$ cat src/rtl/timer_pkg.sv
// ----------------------------------------------------------------------------
// timer_pkg
// Shared definitions for the countdown-timer controller: FSM state encoding,
// the largest displayable count, default timebase frequencies and the load
// saturation helper.
// ----------------------------------------------------------------------------
package timer_pkg;

    // Encodings are visible on the state output port, so they are fixed.
    typedef enum logic [1:0] {
        ST_IDLE  = 2'd0,
        ST_RUN   = 2'd1,
        ST_PAUSE = 2'd2,
        ST_DONE  = 2'd3
    } state_t;

    // 999.9 s expressed in tenths of a second.
    localparam int unsigned MAX_COUNT = 9999;

    localparam int DEF_CLK_HZ  = 1_000_000;
    localparam int DEF_SCAN_HZ = 1_000;
    localparam int DEF_TICK_HZ = 10;

    // Keypad presets wider than the display can show are clamped.
    function automatic logic [31:0] sat_count(input logic [31:0] value);
        return (value > MAX_COUNT) ? MAX_COUNT : value;
    endfunction

endpackage

$ cat src/rtl/strobe_divider.sv
// ----------------------------------------------------------------------------
// strobe_divider
// Prescaler that produces a single-cycle enable strobe every DIV enabled
// cycles. Downstream logic stays on clk_in and qualifies on the strobe.
//
// Ports:
//   clk_in - system clock
//   rst    - synchronous, active-high reset (count to 0)
//   en     - count enable; the count holds while low
//   zero   - synchronous restart of the count to 0 (wins over en)
//   stb    - high while enabled and the count sits at DIV-1
// ----------------------------------------------------------------------------
module strobe_divider #(
    parameter int DIV = 1000
) (
    input  logic clk_in,
    input  logic rst,
    input  logic en,
    input  logic zero,
    output logic stb
);

    localparam int            CW   = (DIV > 1) ? $clog2(DIV) : 1;
    localparam logic [CW-1:0] LAST = CW'(DIV - 1);

    logic [CW-1:0] r_count;
    logic          w_last;

    assign w_last = (r_count == LAST);

    // NOTE: reset is sampled on the clock edge, so it lives inside the
    // clocked block and is not in the sensitivity list.
    always_ff @(posedge clk_in) begin
        if (rst || zero) begin
            r_count <= '0;
        end else if (en) begin
            r_count <= w_last ? '0 : r_count + CW'(1);
        end
    end

    assign stb = en && w_last;

endmodule

$ cat src/rtl/countdown_timer_ctrl.sv
// ----------------------------------------------------------------------------
// countdown_timer_ctrl
// Derives the 1 kHz scan strobe and the 10 Hz count tick from clk_in and runs
// a tenth-of-second countdown under keypad commands.
//
// Ports:
//   clk_in      - system clock (the only clock)
//   rst         - synchronous, active-high reset
//   load_valid  - one-cycle load command, preset in load_value (tenths)
//   start       - start/resume command
//   pause       - pause command
//   clear       - abort: return to IDLE with a zero count
//   scan_en     - free-running display-scan strobe
//   tick_en     - countdown tick strobe, only while running
//   remaining   - current count
//   state       - IDLE=0, RUN=1, PAUSE=2, DONE=3
//   done_pulse  - high during the first DONE cycle only
// ----------------------------------------------------------------------------
module countdown_timer_ctrl
    import timer_pkg::*;
#(
    parameter int CLK_HZ  = DEF_CLK_HZ,
    parameter int SCAN_HZ = DEF_SCAN_HZ,
    parameter int TICK_HZ = DEF_TICK_HZ,
    parameter int CNT_W   = 14
) (
    input  logic             clk_in,
    input  logic             rst,
    input  logic             load_valid,
    input  logic [CNT_W-1:0] load_value,
    input  logic             start,
    input  logic             pause,
    input  logic             clear,
    output logic             scan_en,
    output logic             tick_en,
    output logic [CNT_W-1:0] remaining,
    output logic [1:0]       state,
    output logic             done_pulse
);

    localparam int SCAN_DIV = CLK_HZ / SCAN_HZ;
    localparam int TICK_DIV = CLK_HZ / TICK_HZ;

    state_t           r_state,      w_state_nxt;
    logic [CNT_W-1:0] r_remaining,  w_remaining_nxt;
    logic             r_done_pulse, w_done_pulse_nxt;

    logic             w_run;
    logic             w_tick_stb;
    logic             w_tick_zero;
    logic [CNT_W-1:0] w_load_sat;

    assign w_run      = (r_state == ST_RUN);
    assign w_load_sat = CNT_W'(sat_count(32'(load_value)));

    strobe_divider #(.DIV(SCAN_DIV)) u_scan_div (
        .clk_in (clk_in),
        .rst    (rst),
        .en     (1'b1),
        .zero   (1'b0),
        .stb    (scan_en)
    );

    // Counts only in RUN so a pause/resume keeps the tick phase.
    strobe_divider #(.DIV(TICK_DIV)) u_tick_div (
        .clk_in (clk_in),
        .rst    (rst),
        .en     (w_run),
        .zero   (w_tick_zero),
        .stb    (w_tick_stb)
    );

    // Commands are prioritised clear > pause > start > load; a command the
    // current state ignores does not mask a lower-priority one.
    always_comb begin
        // NOTE: every output of this block gets a default first so no path
        // leaves a signal unassigned, which would infer a latch.
        w_state_nxt      = r_state;
        w_remaining_nxt  = r_remaining;
        w_done_pulse_nxt = 1'b0;
        w_tick_zero      = 1'b0;

        if (clear) begin
            w_state_nxt     = ST_IDLE;
            w_remaining_nxt = '0;
            w_tick_zero     = 1'b1;
        end else begin
            unique case (r_state)
                ST_IDLE: begin
                    if (start && (r_remaining != '0)) begin
                        w_state_nxt = ST_RUN;
                        w_tick_zero = 1'b1;
                    end else if (load_valid) begin
                        w_remaining_nxt = w_load_sat;
                        w_tick_zero     = 1'b1;
                    end
                end
                ST_RUN: begin
                    // A tick coinciding with pause still decrements; reaching
                    // zero takes precedence over pausing.
                    if (w_tick_stb && (r_remaining <= CNT_W'(1))) begin
                        w_remaining_nxt  = '0;
                        w_state_nxt      = ST_DONE;
                        w_done_pulse_nxt = 1'b1;
                    end else begin
                        if (w_tick_stb) begin
                            w_remaining_nxt = r_remaining - CNT_W'(1);
                        end
                        if (pause) begin
                            w_state_nxt = ST_PAUSE;
                        end
                    end
                end
                ST_PAUSE: begin
                    if (start) begin
                        w_state_nxt = ST_RUN;
                    end
                end
                ST_DONE: begin
                    if (load_valid) begin
                        w_state_nxt     = ST_IDLE;
                        w_remaining_nxt = w_load_sat;
                        w_tick_zero     = 1'b1;
                    end
                end
                default: begin
                    w_state_nxt = ST_IDLE;
                end
            endcase
        end
    end

    always_ff @(posedge clk_in) begin
        if (rst) begin
            r_state      <= ST_IDLE;
            r_remaining  <= '0;
            r_done_pulse <= 1'b0;
        end else begin
            // NOTE: non-blocking assignments so every register samples the
            // pre-edge values, independent of statement order.
            r_state      <= w_state_nxt;
            r_remaining  <= w_remaining_nxt;
            r_done_pulse <= w_done_pulse_nxt;
        end
    end

    assign tick_en    = w_tick_stb;
    assign remaining  = r_remaining;
    assign state      = r_state;
    assign done_pulse = r_done_pulse;

endmodule

$ cat config.mk
export PLATFORM = sky130hd
export DESIGN_NAME = countdown_timer_ctrl
export DESIGN_NICKNAME = d
export VERILOG_FILES = /design/src/rtl/timer_pkg.sv /design/src/rtl/strobe_divider.sv /design/src/rtl/countdown_timer_ctrl.sv
export SDC_FILE = /design/constraint.sdc
export NUM_CORES = 1
export LEC_CHECK = 0
export BUFFER_PORTS_ARGS = -buffer_cell sky130_fd_sc_hd__buf_4
export CORE_ASPECT_RATIO = 1.5
export CORE_MARGIN = 2
export CORE_UTILIZATION = 30
export DETAILED_ROUTE_END_ITERATION = 7
export PLACE_DENSITY = 0.53
export RECOVER_POWER = 25
export SETUP_SLACK_MARGIN = 0.1
export SLEW_MARGIN = 25
export SYNTH_ARGS = -nofsm -noshare
export SYNTH_HDL_FRONTEND = slang
export SYNTH_SLANG_ARGS = --single-unit
$ cat constraint.sdc
create_clock -name clk_in -period 6.75 [get_ports clk_in]
set_clock_uncertainty 0.2 [all_clocks]
set_input_delay 1.0125 -clock clk_in [delete_from_list [all_inputs] [get_ports clk_in]]
set_output_delay 1.0125 -clock clk_in [all_outputs]
set_load 0.02 [all_outputs]
==> impl_metrics.py, run 1 <==
metrics = {
    "power": {
        "power_leakage_uw": 0.00110,
        "p_per_area_mw_per_mm2": 277,
        "vdd_drop_max_v": 0.000113,
        "overall_power_uw": 829,
    },
    "clocking": {
        "cts-resized-gates": 0,
        "numClockSinks": 44,
        "cts_root_buffer": "sky130_fd_sc_hd__clkbuf_16",
        "post-cts-setup-buffer-count": 0,
        "clk_latency_ns": 0.28,
        "postCtsHoldBufs": 0,
        "max-clock-path-buffers": 2,
        "clk_pin_slew_ns": 0.06,
        "tritoncts": "done",
        "cts_buffers": 5,
        "htree_levels": 2,
    },
    "synth": {
        "synth_cells": 315,
        "synth_cell_type_count": 49,
        "post_synth_xor_xnor_area_pct": 7.44,
        "synth_edf_count": 0,
        "post_synth_mux_area_share_pct": 0.405,
        "synth_top_family_by_area": "simple AND/OR/NAND/NOR gates",
        "synth_sequential_area_ratio_pct": 35.6,
        "netlist_area_sq_mm": 0.00247,
        "synth_compound_area_share_pct": 18.6,
        "postSynth.asyncResetShare_pct": 0,
        "synth_warnings": 0,
        "synth_fa_ha_area_share_pct": 4.05,
        "synth_ff_type": "sky130_fd_sc_hd__dfxtp_1",
        "synth_nets": 343,
        "register_bit_total_from_synthesis": 44,
        "mean_post_synth_cell_area_sq_um": 7.85,
        "simple_gate_area_share_of_the_yosys_netlist_pct": 29.9,
    },
    "setup_path": {
        "critical_path_required_ns": 5.54,
        "timing.critical_path.to_type": "output port",
        "worst-path-stages": 5,
        "reg2reg_to": "state[1]",
        "critPathTopFamily": "buffers and inverters",
        "worst-path-buf-inv": 3,
        "critical_path.cell_chain": "inv_1 -> ha_1 -> inv_1 -> nor4_1 -> buf_4",
        "worstPathMaxFanout": 26,
        "crit_type": "flop to output port",
        "critPathArrivalTime_ns": 2.97,
        "critical_path.startpoint_type": "flop",
        "critPathMostFrequentCell": "sky130_fd_sc_hd__inv_1",
        "worstSetupEndpoint": "tick_en",
        "critical_path.startpoint": "state[1]",
        "regToRegSetupSlack_ns": 3.52,
        "critical-path-max-stage-delay_ns": 0.75,
        "register_to_register_path_depth": 7,
        "r2r-start": "state[1]",
        "crit_slowest_cell": "sky130_fd_sc_hd__ha_1",
    },
    "route": {
        "drt_pass1_iterations": 4,
        "route.detailed.vias_per_inst": 5.34,
        "drtAntennaViolNets": 0,
        "num_vias": 2423,
        "drt_drc_violations_left": 0,
        "post_drt_wl_per_cell_um": 15.5,
        "postRouteWirelength_um": 7060,
        "drtIter0Drc": 168,
    },
    "layout": {
        "diodes": 0,
        "multi_input_comb_area_sq_mm": 0.00149,
        "fillCellCount": 897,
        "finish.net_count": 376,
        "area_growth_from_synthesis_to_final_layout_pct": 21.2,
        "drive_above_1_share_pct": 14.3,
        "seq_area_sq_um": 881,
    },
    "run": {
        "maxCapViolations": 0,
    },
    "floorplan": {
        "core-area_sq_mm": 0.00801,
        "chipWidth_um": 78.1,
        "ioPinCount": 39,
        "floorplan.die_area_sq_mm": 0.00900,
        "start_util_pct": 30.9,
        "floorplan.rows": 40,
        "die_h_um": 115,
    },
    "timing": {
        "timing.final.hold_violations": 0,
        "tightest_slew_ns": 0.913,
        "timing.slew.headroom_pct": 38.8,
        "finalCritPeriodShare_pct": 61.9,
        "timing.final.setup_violations": 0,
        "fmax_ghz": 0.239,
        "post-route-min-period_ns": 4.18,
        "fin_tns_setup_ns": 0,
        "timing_max_transition_violations_final": 0,
        "grt_setup_unrepaired": "no",
    },
    "grt": {
        "grt_usage_pct": 16.0,
        "globalRoute.totalOverflow": 0,
        "grt_pass1_vias": 2288,
        "grt_max_degree": 27,
        "number_of_antenna_violations_at_the_first_check_in_global_routing": 0,
        "grt_first_pass_wirelength_um": 11300,
    },
    "placement": {
        "gpl.final_weighted_congestion": 0.968,
        "post-dp-hpwl_um": 5380,
        "io_buffer_count": 38,
    },
    "worst_hold_path": {
        "holdCritStartpoint": "u_scan_div.r_count[0]",
        "min_path_type": "flop to flop",
    },
    "status": {
        "outcome": "finished clean",
    },
}
flip-flops by register name (all words and copies together) (netlist names):
register / cells
state: 2
u_tick_div.r_count: 17
u_scan_div.r_count: 10
done_pulse: 1
remaining: 14
Yosys cell counts (2+ instances only):
library cell	number	area share [%]
sky130_fd_sc_hd__a211o_1	2	0.71
sky130_fd_sc_hd__a21oi_1	24	4.9
sky130_fd_sc_hd__a31oi_1	2	0.51
sky130_fd_sc_hd__and2_1	2	0.51
sky130_fd_sc_hd__and3_1	6	1.5
sky130_fd_sc_hd__buf_2	2	0.40
sky130_fd_sc_hd__clkbuf_1	9	1.4
sky130_fd_sc_hd__dfxtp_1	44	36
sky130_fd_sc_hd__ha_1	8	4.0
sky130_fd_sc_hd__inv_1	11	1.7
sky130_fd_sc_hd__nand2_1	25	3.8
sky130_fd_sc_hd__nand2b_1	2	0.51
sky130_fd_sc_hd__nand3_1	14	2.8
sky130_fd_sc_hd__nand4_1	9	2.3
sky130_fd_sc_hd__nor2_1	44	6.7
sky130_fd_sc_hd__nor3_1	12	2.4
sky130_fd_sc_hd__nor3b_1	3	0.91
sky130_fd_sc_hd__nor4_1	5	1.3
sky130_fd_sc_hd__nor4_4	2	1.7
sky130_fd_sc_hd__nor4b_1	2	0.71
sky130_fd_sc_hd__o21ai_0	25	5.1
sky130_fd_sc_hd__o22ai_1	6	1.5
sky130_fd_sc_hd__o31ai_1	2	0.61
sky130_fd_sc_hd__o32ai_1	4	1.4
sky130_fd_sc_hd__or2_2	3	0.76
sky130_fd_sc_hd__or3_1	5	1.3
sky130_fd_sc_hd__xnor2_1	9	3.2
sky130_fd_sc_hd__xor2_1	12	4.2
worst min-delay path by stage:
stage                                  endpoint  cells after the start
after floorplan           u_scan_div.r_count[0]                      1
after detailed placement  u_scan_div.r_count[0]                      1
after CTS                 u_scan_div.r_count[0]                      1
final                     u_scan_div.r_count[0]                      1
after global routing      u_scan_div.r_count[0]                      1
after global placement    u_scan_div.r_count[0]                      1
cells in the final DEF (no fill, tap or decap), types with 6 or more instances in the layout:
| master | count |
|---|---|
| sky130_fd_sc_hd__nand3_1 | 14 |
| sky130_fd_sc_hd__o21ai_0 | 25 |
| sky130_fd_sc_hd__dfxtp_1 | 44 |
| sky130_fd_sc_hd__a21oi_1 | 24 |
| sky130_fd_sc_hd__clkbuf_1 | 6 |
| sky130_fd_sc_hd__inv_1 | 11 |
| sky130_fd_sc_hd__buf_4 | 33 |
| sky130_fd_sc_hd__nand2_1 | 25 |
| sky130_fd_sc_hd__o22ai_1 | 6 |
| sky130_fd_sc_hd__ha_1 | 8 |
| sky130_fd_sc_hd__xnor2_1 | 9 |
| sky130_fd_sc_hd__and3_1 | 6 |
| sky130_fd_sc_hd__xor2_1 | 12 |
| sky130_fd_sc_hd__nand4_1 | 9 |
| sky130_fd_sc_hd__nor2_1 | 44 |
| sky130_fd_sc_hd__nor3_1 | 12 |
metal layers:
metal / vias to the layer above / wire, um / global-route usage [%]
met5: - / 0 / 0
met1: 1125 / 2820 / 17.8
li1: 1198 / - / -
met4: 0 / 263 / 7.60
met2: 80 / 3740 / 29.8
met3: 20 / 236 / 2.12
area by class of cell:
type                       count  share of cell area (%)
multi-input combinational    247                    49.8
tap                          105                    4.38
clock buffer                   7                    5.09
sequential                    44                    29.4
inverter                      11                    1.38
clock inverter                 1                    1.00
timing repair buffer          39                    9.01
metrics by stage:
stage               setup slack, ns  hold slack, ns  cells  area [sq um]  util, %
finish                         2.57           0.241    454          3000     37.5
global route                   2.28           0.254    454          3000     37.5
CTS                            2.60           0.241    454          3020     37.7
detailed placement             2.95           0.234    446          2840     35.5
global placement               3.04           0.232    446          2840     35.5
floorplan                      3.66           0.213    315          2470        -
cells by family after synthesis:
kind of cell | count (synthesis)
and+or+nand+nor | 141
AOI/OAI and AO/OA | 76
DFF | 44
buffers and inverters | 24
xor gates and xnor gates | 21
adders and majority gates | 8
muxes | 1
power by group:
group | leakage, uW | switching, uW | internal, uW
registers | 0.000356 | 17.6 | 271
logic | 0.000649 | 159 | 86.0
clock network | 0.0000901 | 101 | 195
Power figures use the tool's default switching activity.
==> run 2, diff against run 1 <==
Settings changed: ABC_AREA from default to 1, PLACE_DENSITY 0.53 to 0.54.
Clock period 6.75 ns to 3.6 ns, I/O delays scaled along.
==> run 2 against run 1 <==
Effect of this change:
- clock power up 55%
- core utilization shrank 1.5 points
- die area is 6.9% higher
- clock-buffer cell count decreased by 1
- global-route usage down 2.2 points
- non-clock buffer count decreased by 1
- wire length is 13% lower
==> impl_metrics.py, run 2 <==
metrics = {
    "status": {
        "outcome": "finished clean",
    },
    "power": {
        "power_leakage_uw": 0.00138,
        "vdd_drop_max_v": 0.000220,
        "p_per_area_mw_per_mm2": 517,
    },
    "synth": {
        "synth_nets": 420,
        "synth_cells": 392,
        "synth.most_common_cell": "sky130_fd_sc_hd__nor2_1",
        "netlist_top_cells_area": "sky130_fd_sc_hd__dfxtp_1 33%, sky130_fd_sc_hd__nor2_1 15%, sky130_fd_sc_hd__nand2_1 9.5%",
        "netlist_area_sq_mm": 0.00265,
        "synth_ff_type": "sky130_fd_sc_hd__dfxtp_1",
        "netlist.area_leader.share_pct": 33.2,
        "post_synth_most_frequent_cells": "104 x sky130_fd_sc_hd__nor2_1, 67 x sky130_fd_sc_hd__nand2_1, 44 x sky130_fd_sc_hd__dfxtp_1",
        "postSynth.asyncResetShare_pct": 0,
        "mean_post_synth_cell_area_sq_um": 6.76,
        "synth_warnings": 0,
        "register_bit_total_from_synthesis": 44,
        "synth_cell_type_count": 37,
        "yosys.area.top_type": "sky130_fd_sc_hd__dfxtp_1",
        "synth_edf_count": 0,
        "synth_sequential_area_ratio_pct": 33.2,
    },
    "setup_path": {
        "critical_path.startpoint": "state[1]",
        "reg2reg_to": "u_tick_div.r_count[13]",
        "critical_path.cell_chain": "inv_1 -> ha_1 -> inv_4 -> nor2_1 -> buf_4",
        "regToRegSetupSlack_ns": 1.29,
        "crit_slowest_cell": "sky130_fd_sc_hd__ha_1",
        "r2r-start": "state[1]",
        "crit_type": "flop to output port",
        "worstPathMaxFanout": 22,
        "critical_path.startpoint_type": "flop",
        "critPathArrivalTime_ns": 1.76,
        "timing.critical_path.to_type": "output port",
        "register_to_register_path_depth": 11,
        "worstSetupEndpoint": "tick_en",
        "critical-path-max-stage-delay_ns": 0.45,
        "critical_path_required_ns": 2.86,
    },
    "timing": {
        "timing.final.setup_violations": 0,
        "finalCritPeriodShare_pct": 69.4,
        "timing.slew.headroom_pct": 39.5,
        "timing_max_transition_violations_final": 0,
        "fin_tns_setup_ns": 0,
        "post-route-min-period_ns": 2.50,
        "timing.final.hold_violations": 0,
        "grt_setup_unrepaired": "no",
        "tightest_slew_ns": 0.907,
        "fmax_ghz": 0.400,
    },
    "clocking": {
        "postCtsHoldBufs": 0,
        "cts_buffers": 5,
        "cts-resized-gates": 0,
        "clk_latency_ns": 0.29,
        "clk_pin_slew_ns": 0.06,
        "cts_root_buffer": "sky130_fd_sc_hd__clkbuf_16",
        "max-clock-path-buffers": 2,
        "tritoncts": "done",
        "numClockSinks": 44,
        "htree_levels": 2,
        "post-cts-setup-buffer-count": 0,
    },
    "grt": {
        "grt_pass1_vias": 2401,
        "number_of_antenna_violations_at_the_first_check_in_global_routing": 0,
        "grt_max_degree": 28,
        "grt_first_pass_wirelength_um": 10400,
        "grt_usage_pct": 13.8,
        "globalRoute.totalOverflow": 0,
    },
    "route": {
        "num_vias": 2439,
        "post_drt_wl_per_cell_um": 11.4,
        "drt_pass1_iterations": 4,
        "postRouteWirelength_um": 6160,
        "drt_drc_violations_left": 0,
        "drtAntennaViolNets": 0,
        "drtIter0Drc": 84,
        "route.detailed.vias_per_inst": 4.51,
    },
    "placement": {
        "io_buffer_count": 38,
        "gpl.final_weighted_congestion": 0.808,
        "post-dp-hpwl_um": 4750,
    },
    "floorplan": {
        "chipWidth_um": 80.8,
        "floorplan.die_area_sq_mm": 0.00962,
        "ioPinCount": 39,
        "floorplan.rows": 42,
        "die_h_um": 119,
        "start_util_pct": 30.4,
        "core-area_sq_mm": 0.00872,
    },
    "layout": {
        "mostFrequentLayoutCells": "104 x sky130_fd_sc_hd__nor2_1, 67 x sky130_fd_sc_hd__nand2_1, 44 x sky130_fd_sc_hd__dfxtp_1",
        "largest_register_ff_count": 17,
        "finish.net_count": 458,
        "layout.cells.most_common": "sky130_fd_sc_hd__nor2_1",
        "diodes": 0,
        "regMostFlops": "u_tick_div.r_count",
        "area_growth_from_synthesis_to_final_layout_pct": 18.3,
        "post-route-util_pct": 35.9,
        "drive_above_1_share_pct": 14.8,
    },
    "worst_hold_path": {
        "min_path_type": "input port to flop",
    },
    "run": {
        "maxCapViolations": 0,
    },
}
==> run 2: final cells by class <==
type                       instances  area, sq um
clock buffer                       6          139
clock inverter                     2         10.0
fill                             997         5590
inverter                          45          176
multi-input combinational        296         1540
sequential                        44          881
tap                              110          138
timing repair buffer              38          255
==> run 2: worst min path at each step <==
stage,startpoint,endpoint,slack (ns),depth (start not counted)
finish,rst,u_scan_div.r_count[2],0.24,2
global placement,u_scan_div.r_count[0],u_scan_div.r_count[0],0.23,1
detailed placement,u_scan_div.r_count[0],u_scan_div.r_count[0],0.24,1
floorplan,u_scan_div.r_count[0],u_scan_div.r_count[0],0.22,1
global route,rst,u_scan_div.r_count[2],0.24,2
CTS,rst,u_scan_div.r_count[2],0.23,2
==> run 2: through the flow <==
stage | area (sq um) | total power (uW) | hold WS, ns | setup slack, ns | cells
3_5_place_dp | 3020 | 1190 | 0.242 | 1.27 | 533
2_1_floorplan | 2650 | 1060 | 0.218 | 1.50 | 392
4_1_cts | 3170 | 1660 | 0.233 | 1.04 | 541
6_report | 3140 | 1620 | 0.241 | 1.10 | 541
5_1_grt | 3140 | 1750 | 0.245 | 0.936 | 541
3_3_place_gp | 3020 | 1180 | 0.230 | 1.33 | 533
==> run 2: where the power goes <==
group / leakage (uW) / switching (uW) / total (uW) / internal, uW
clock: 0.0000766 / 187 / 460 / 274
combinational: 0.000944 / 393 / 605 / 212
sequential: 0.000357 / 38.1 / 555 / 517
total: 0.00138 / 618 / 1620 / 1000
==> run 2: metal layers <==
| metal | global-route usage (%) | wire length, um |
|---|---|---|
| met1 | 14.4 | 2510 |
| met2 | 25.3 | 3140 |
| met3 | 3.56 | 330 |
| met4 | 5.83 | 180 |
| met5 | 0 | 0 |
==> run 2: logic make-up after synthesis <==
family / after synthesis / synth area share, %
fa+ha+maj: 8 / 3.78
flops: 44 / 33.2
buf+inv: 52 / 8.82
xor+xnor: 21 / 6.94
simple gates: 229 / 39.4
compound gates: 38 / 7.88
==> run 2: worst max-delay path: cells and delay by family, from the launching register on <==
| family | cells | cell delay, ns |
|---|---|---|
| buffers and inverters | 3 | 0.47 |
| adder cells (fa/ha/maj) | 1 | 0.45 |
| flip-flops | 1 | 0.34 |
| AND/OR/NAND/NOR | 1 | 0.22 |
==> run 3, diff against run 2 <==
Settings changed: PLACE_DENSITY 0.54 to 0.52.
Clock period 3.6 ns to 2.57 ns, I/O delays scaled along.
==> run 3 against run 2 <==
Effect of this change:
- clock-buffer cell count is the same
- critical path depth up 3
- sequential share of layout area is 0.067 points lower
- combinational power grew 40%
- first-iteration DRC count fell by 25%
- non-clock buffer count rose by 3
- register-to-register slack got worse by 0.74 ns
- largest cell class unchanged
==> impl_metrics.py, run 3 (same netlist as run 2, synthesis figures left out) <==
metrics = {
    "status": {
        "outcome": "finished clean",
    },
    "power": {
        "comb_power_share_pct": 37.0,
        "internal_power_summed_over_all_cells_uw": 1400,
        "power_leakage_uw": 0.00137,
        "vdd_drop_max_v": 0.000286,
        "switching_share_pct": 38.7,
        "power.net_switching_uw": 884,
        "seq_power_share_pct": 34.1,
        "clk_network_pwr_share_pct": 28.9,
        "overall_power_uw": 2280,
        "p_per_area_mw_per_mm2": 726,
    },
    "setup_path": {
        "critPathArrivalTime_ns": 1.67,
        "worstPathMaxFanout": 3,
        "timing.critical_path.to_type": "output port",
        "r2r-start": "state[1]",
        "crit_type": "flop to output port",
        "reg2reg_to": "u_tick_div.r_count[13]",
        "critical_path.startpoint": "u_tick_div.r_count[1]",
        "critical_path.startpoint_type": "flop",
        "register_to_register_path_depth": 11,
        "worstSetupEndpoint": "tick_en",
        "regToRegSetupSlack_ns": 0.55,
        "critical_path_required_ns": 1.98,
    },
    "timing": {
        "finalCritPeriodShare_pct": 87.6,
        "fin_tns_setup_ns": 0,
        "grt_setup_unrepaired": "no",
        "timing_max_transition_violations_final": 0,
        "tightest_slew_ns": 0.526,
        "timing.slew.headroom_pct": 64.7,
        "fmax_ghz": 0.444,
        "post-route-min-period_ns": 2.25,
        "timing.final.setup_violations": 0,
        "timing.final.hold_violations": 0,
    },
    "placement": {
        "io_buffer_count": 38,
        "post-dp-hpwl_um": 4810,
        "gpl.final_weighted_congestion": 0.880,
    },
    "floorplan": {
        "floorplan.rows": 42,
        "floorplan.die_area_sq_mm": 0.00962,
        "die_h_um": 119,
        "core-area_sq_mm": 0.00872,
        "ioPinCount": 39,
        "start_util_pct": 30.4,
        "chipWidth_um": 80.8,
    },
    "layout": {
        "mostFrequentLayoutCells": "103 x sky130_fd_sc_hd__nor2_1, 67 x sky130_fd_sc_hd__nand2_1, 44 x sky130_fd_sc_hd__dfxtp_1",
        "diodes": 0,
        "seq_area_sq_um": 881,
        "finish.net_count": 461,
        "layout.cells.most_common": "sky130_fd_sc_hd__nor2_1",
        "fillCellCount": 963,
        "drive_above_1_share_pct": 14.3,
        "largest_register_ff_count": 17,
        "regMostFlops": "u_tick_div.r_count",
        "area_growth_from_synthesis_to_final_layout_pct": 18.5,
        "multi_input_comb_area_sq_mm": 0.00154,
    },
    "route": {
        "route.detailed.vias_per_inst": 4.50,
        "postRouteWirelength_um": 6290,
        "num_vias": 2447,
        "drtAntennaViolNets": 0,
        "drtIter0Drc": 63,
        "drt_pass1_iterations": 4,
        "post_drt_wl_per_cell_um": 11.6,
        "drt_drc_violations_left": 0,
    },
    "clocking": {
        "numClockSinks": 44,
        "tritoncts": "done",
        "postCtsHoldBufs": 0,
        "clk_latency_ns": 0.29,
        "htree_levels": 2,
        "post-cts-setup-buffer-count": 0,
        "cts_root_buffer": "sky130_fd_sc_hd__clkbuf_16",
        "max-clock-path-buffers": 2,
        "clk_pin_slew_ns": 0.06,
        "cts_buffers": 5,
    },
    "grt": {
        "grt_pass1_vias": 2340,
        "number_of_antenna_violations_at_the_first_check_in_global_routing": 0,
        "globalRoute.totalOverflow": 0,
        "grt_first_pass_wirelength_um": 10300,
        "grt_max_degree": 28,
        "grt_usage_pct": 13.8,
    },
    "worst_hold_path": {
        "holdCritStartpoint": "rst",
        "min_delay_path_depth": 2,
        "min_path_type": "input port to flop",
    },
    "run": {
        "maxCapViolations": 0,
    },
}
## run 3: changes by cell type in the layout (fill, tap and decap cells not counted)
cell	delta
sky130_fd_sc_hd__buf_4	-3
sky130_fd_sc_hd__clkbuf_1	+6
sky130_fd_sc_hd__nor2_1	-1
sky130_fd_sc_hd__nor2_4	+1
## run 3: metal layers
metal | GRT usage (%) | vias to the layer above | part of all wire (%)
li1 | - | 1307 | -
met1 | 14.7 | 1083 | 41
met2 | 25.1 | 44 | 52
met3 | 2.88 | 13 | 4.0
met4 | 6.78 | 0 | 3.1
met5 | 0 | - | 0
## run 3: worst min-delay path by stage
stage | endpoint
global route | u_scan_div.r_count[2]
floorplan | u_scan_div.r_count[0]
global placement | u_scan_div.r_count[0]
CTS | u_scan_div.r_count[2]
finish | u_scan_div.r_count[2]
detailed placement | u_scan_div.r_count[0]
## run 3: area by class of cell
class	count	area share, %
multi-input cells	296	49.1
well taps	110	4.38
repair buffers	41	8.12
inverters	45	5.61
clock inverters	2	0.318
flip-flops and latches	44	28.0
clock buffers	6	4.42
## run 3: power by group through the flow
stage / combinational (uW) / clock (uW) / sequential [uW]
floorplan: 652 / 0 / 827
global placement: 881 / 0 / 794
detailed placement: 874 / 0 / 796
CTS: 878 / 690 / 780
global route: 955 / 708 / 785
finish: 844 / 660 / 779
## run 3: what timing repair did
| action | 4_1_cts | 5_1_grt |
|---|---|---|
| endpoints found under the hold margin | 0 | 0 |
| resized for setup | 0 | 2 |
| setup endpoints to repair | 0 | 1 |
## run 3: per-stage QoR
step / hold slack, ns / instances / utilization (%) / setup slack, ns / cell area, sq um
5_1_grt: 0.0811 / 544 / 36.0 / 0.159 / 3140
6_report: 0.0758 / 544 / 36.0 / 0.318 / 3140
2_1_floorplan: 0.218 / 392 / - / 0.605 / 2650
3_3_place_gp: 0.231 / 536 / 34.8 / 0.531 / 3040
4_1_cts: 0.0689 / 544 / 36.5 / 0.211 / 3190
3_5_place_dp: 0.237 / 536 / 34.8 / 0.546 / 3040
## run 3: critical path, cell delays in order, from the launching register on
cell	delay (ns)
sky130_fd_sc_hd__dfxtp_1	0.35
sky130_fd_sc_hd__ha_1	0.19
sky130_fd_sc_hd__nand2_2	0.07
sky130_fd_sc_hd__nor2_2	0.14
sky130_fd_sc_hd__nand3_1	0.12
sky130_fd_sc_hd__nor2_4	0.13
sky130_fd_sc_hd__inv_2	0.07
sky130_fd_sc_hd__nor2_2	0.13
sky130_fd_sc_hd__buf_4	0.17
